[config.mk]
export PLATFORM = sky130hd
export DESIGN_NAME = bcd_alu
export DESIGN_NICKNAME = d
export VERILOG_FILES = /design/src/rtl/bcd_alu.sv
export SDC_FILE = /design/constraint.sdc
export NUM_CORES = 1
export LEC_CHECK = 0
export CORE_UTILIZATION = 45
export DETAILED_ROUTE_END_ITERATION = 8
export PLACE_DENSITY = 0.59
export SLEW_MARGIN = 30
export SYNTH_ARGS = -nofsm -noshare
export SYNTH_HDL_FRONTEND = slang
export SYNTH_SLANG_ARGS = --single-unit
[constraint.sdc]
create_clock -name clk -period 89.2 [get_ports clk]
set_clock_uncertainty 0.1 [all_clocks]
set_input_delay 17.84 -clock clk [delete_from_list [all_inputs] [get_ports clk]]
set_output_delay 17.84 -clock clk [all_outputs]
set_load 0.05 [all_outputs]
[src/rtl/bcd_alu.sv]
// Four-digit packed-BCD arithmetic unit: add, subtract, multiply, divide.
// Operands are converted to binary, computed, and converted back to BCD
// with double-dabble; the result and error flag register one edge later.
module bcd_alu #(
    parameter int DIGITS = 4
) (
    input  logic                clk,
    input  logic                rst,
    input  logic [4*DIGITS-1:0] num1,
    input  logic [4*DIGITS-1:0] num2,
    input  logic [3:0]          op,
    output logic [4*DIGITS-1:0] res,
    output logic                err
);

    localparam logic [3:0] OP_ADD = 4'b1100;
    localparam logic [3:0] OP_SUB = 4'b1101;
    localparam logic [3:0] OP_MUL = 4'b1110;
    localparam logic [3:0] OP_DIV = 4'b1111;

    // Packed BCD (0..9999) to binary; nibbles above 9 are screened out separately.
    function automatic logic [13:0] bcd_to_bin(input logic [15:0] bcd);
        return 14'(bcd[15:12]) * 14'd1000
             + 14'(bcd[11:8])  * 14'd100
             + 14'(bcd[7:4])   * 14'd10
             + 14'(bcd[3:0]);
    endfunction

    // Binary (0..9999) to packed BCD via shift-and-add-3.
    function automatic logic [15:0] bin_to_bcd(input logic [13:0] bin);
        logic [15:0] bcd;
        bcd = 16'h0000;
        for (int i = 13; i >= 0; i--) begin
            for (int d = 0; d < 4; d++) begin
                if (bcd[d*4 +: 4] >= 4'd5)
                    bcd[d*4 +: 4] = bcd[d*4 +: 4] + 4'd3;
            end
            bcd = {bcd[14:0], bin[i]};
        end
        return bcd;
    endfunction

    // True when any nibble of the operand is not a decimal digit.
    function automatic logic has_bad_digit(input logic [15:0] bcd);
        logic bad;
        bad = 1'b0;
        for (int d = 0; d < 4; d++) begin
            if (bcd[d*4 +: 4] > 4'd9)
                bad = 1'b1;
        end
        return bad;
    endfunction

    logic [13:0] a_bin;
    logic [13:0] b_bin;
    logic [14:0] sum;
    logic [27:0] prod;
    logic [13:0] bin_res;
    logic        op_valid;
    logic        bad_input;
    logic [15:0] next_res;
    logic        next_err;

    assign a_bin     = bcd_to_bin(num1);
    assign b_bin     = bcd_to_bin(num2);
    assign sum       = 15'(a_bin) + 15'(b_bin);
    assign prod      = 28'(a_bin) * 28'(b_bin);
    assign op_valid  = (op[3:2] == 2'b11);
    assign bad_input = has_bad_digit(num1) || has_bad_digit(num2);

    // Select the binary result and error flag for the requested operation.
    always_comb begin
        bin_res  = 14'd0;
        next_err = 1'b0;
        unique case (op)
            OP_ADD: begin
                if (sum > 15'd9999) begin
                    bin_res  = 14'(sum - 15'd10000);
                    next_err = 1'b1;
                end else begin
                    bin_res  = 14'(sum);
                end
            end
            OP_SUB: begin
                if (a_bin >= b_bin) begin
                    bin_res  = a_bin - b_bin;
                end else begin
                    // Ten's complement wrap: A - B + 10000.
                    bin_res  = 14'(15'(a_bin) + 15'd10000 - 15'(b_bin));
                    next_err = 1'b1;
                end
            end
            OP_MUL: begin
                bin_res  = 14'(prod % 28'd10000);
                next_err = (prod > 28'd9999);
            end
            OP_DIV: begin
                if (b_bin == 14'd0) begin
                    next_err = 1'b1;
                end else begin
                    bin_res  = a_bin / b_bin;
                end
            end
            default: begin
                bin_res  = 14'd0;
                next_err = 1'b0;
            end
        endcase
        if (bad_input) begin
            bin_res  = 14'd0;
            next_err = 1'b1;
        end
    end

    assign next_res = bin_to_bcd(bin_res);

    // Capture the result on valid operations; no-op codes hold res and err.
    always_ff @(posedge clk) begin
        if (rst) begin
            res <= '0;
            err <= 1'b0;
        end else if (op_valid) begin
            res <= next_res;
            err <= next_err;
        end
    end

endmodule

==> metrics.yaml <==
setup_path:
  worst_setup_path_start_kind: "input port"
  cpMaxStageDelayCell: "a2111oi_0"
  r2r_end: "res[4]"
  critPathKind: "in -> reg"
  cp-end-kind: "flip-flop"
  cp_data_required_time_ns: 89.21
  max_stage_delay_ns: 0.68
  r2r_cells: 2
  r2r-start: "res[4]"
  worstPathArrival_ns: 52.64
  r2r_slack_ns: 88.38
  critical-path-top-cell-by-count: "o21a_1"
  cp_max_fo: 25
global_routing:
  antenna_found_initial: 1
  gr-total-overflow: 0
  track_usage: 0.255
  grt_max_degree: 26
  grt_pass1_wl_mm: 126
  grt_pass1_vias: 24200
synthesis:
  synth.distinct_cells: 143
  ys_warn_count: 0
  synth_common_cells: "inv_1, ha_1, nand2_1"
  synthesis.area_mm2: 0.0266
  synth_edf_count: 0
  yosysMostFrequentCell: "inv_1"
  ys_ff_latch: 17
  synth_nets: 4178
  ys_async_sr_fraction: 0
  avgSynthCellArea_um2: 7.45
  synthTopCellsByArea: "ha_1, fa_1, inv_1"
  yosysTopAreaCell: "ha_1"
  synthFlopType: "dfxtp_1"
  yosys.area.top_type_share: 0.180
  seq_area_frac_synth: 0.0128
  syn_inst: 3572
placed_design:
  placement.io_buffers: 54
  dp_cells: 4346
  dp_hpwl_mm: 63.3
  place_worst_setup_slack_ns: 36.47
  gp_congestion: 1.01
die:
  core_area_mm2: 0.0580
  rows: 88
  die_h_um: 245
  die_x_um: 245
  ioPinCount: 55
  die_area_mm2: 0.0601
  start_util: 0.459
detailed_routing:
  routedWlPerCell_um: 17.6
  drt_wl_total_mm: 76.7
  drtPass1Iterations: 5
  drc_errors: 0
  routed_via_density: 5.75
  drt.antenna.violating_nets: 0
  drtIter0Drc: 1340
  num_vias: 25000
sta:
  hold_slack_ns: 0.347
  setup_violations: 0
  worst_pin_slew_ns: 1.05
  setup_ws_ns: 36.57
  rsz0062_at_grt: "no"
  hold_viol_final: 0
  slew_violations: 0
  fmax_ghz: 0.0190
  fin_tns_setup_ns: 0
  finalCritPeriodShare: 0.590
  min_period_ns: 52.63
  maxSlewHeadroom: 0.298
worst_hold_path:
  hold_depth: 2
  worstHoldStart: "res[13]"
  hold_end: "res[13]"
  worstHoldPathType: "reg -> reg"
clocking:
  clock-sinks: 17
  numCtsBuffers: 3
  ctsHtreeMaxLevel: 1
  cts_tree: "done"
  cts_setup_buffers: 0
  clock_path_buffers: 2
  path_clk_slew_ns: 0.06
  hold_buffers: 0
  clockRootBuffer: "clkbuf_16"
  clkLatencyLatePin_ns: 0.25
  ctsResizeCount: 0
layout:
  final_cell_count_no_fill: 4351
  area_delta_synth_final_pct: 5.85
  layout.nets: 4192
  drive_gt1_frac: 0.0722
flow_run:
  maxCapViolations: 0
outcome:
  status: "complete, no violations"
## layout by cell type, fill, tap and decap left out, drive strengths merged, types with 98 or more instances in the layout
cell type,count
a21oi,241
nand2,357
inv,402
o21a,98
o21ai,206
fa,186
ha,382
xnor2,172
nor3,115
nor2,348
## flip-flops by register name (all words and copies together), names as in the netlist
register  count
err           1
res          16
## through the flow
| stage | util | area (um2) |
|---|---|---|
| after global placement | 0.484 | 28100 |
| after detailed placement | 0.484 | 28100 |
| after global routing | 0.486 | 28200 |
| after CTS | 0.485 | 28200 |
| final | 0.486 | 28200 |
| after floorplan | - | 26600 |
## cells by family after synthesis
family	count (synthesis)	synth area share
XOR/XNOR	237	0.0826
flip-flops	17	0.0128
AO/OA/AOI/OAI	1016	0.275
adder cells (fa/ha/maj)	577	0.323
buffers and inverters	499	0.0722
AND/OR/NAND/NOR	1148	0.203
multiplexers	78	0.0321
## routing by layer
metal	up-vias	share of wire	global-route usage
li1	12700	-	-
met1	11800	0.46	0.336
met2	463	0.47	0.447
met3	98	0.034	0.0131
met4	0	0.030	0.0706
met5	-	0	0
## final cells by class
type / count / area (um2)
fill: 5954 / 29800
inverter: 411 / 1540
timing repair buffer: 97 / 863
multi-input combinational: 3056 / 24400
tap: 765 / 957
antenna: 1 / 2.50
sequential: 17 / 340
clock buffer: 3 / 75.1
clock inverter: 1 / 5.00
## how the worst max path moves through the flow
stage,slack [ns],end,cells past startpoint,from
after global placement,37.13,res[0],169,num2[14]
after detailed placement,36.47,res[0],167,num2[14]
final,36.57,res[0],167,num2[14]
after global routing,33.50,res[0],168,num2[14]
after CTS,36.64,res[0],168,num2[14]
after floorplan,40.12,res[0],173,num2[13]
## critical path: cells and delay by family
kind            cells  cell delay (ns)
buf+inv             9             1.77
simple gates       32             4.76
xor+xnor            1             0.26
fa+ha+maj          19             6.47
mux                 6             1.89
compound gates    100            19.64
Power is not shown: default switching activity piles up to over one toggle a cycle in this logic, so the estimate is an artifact.
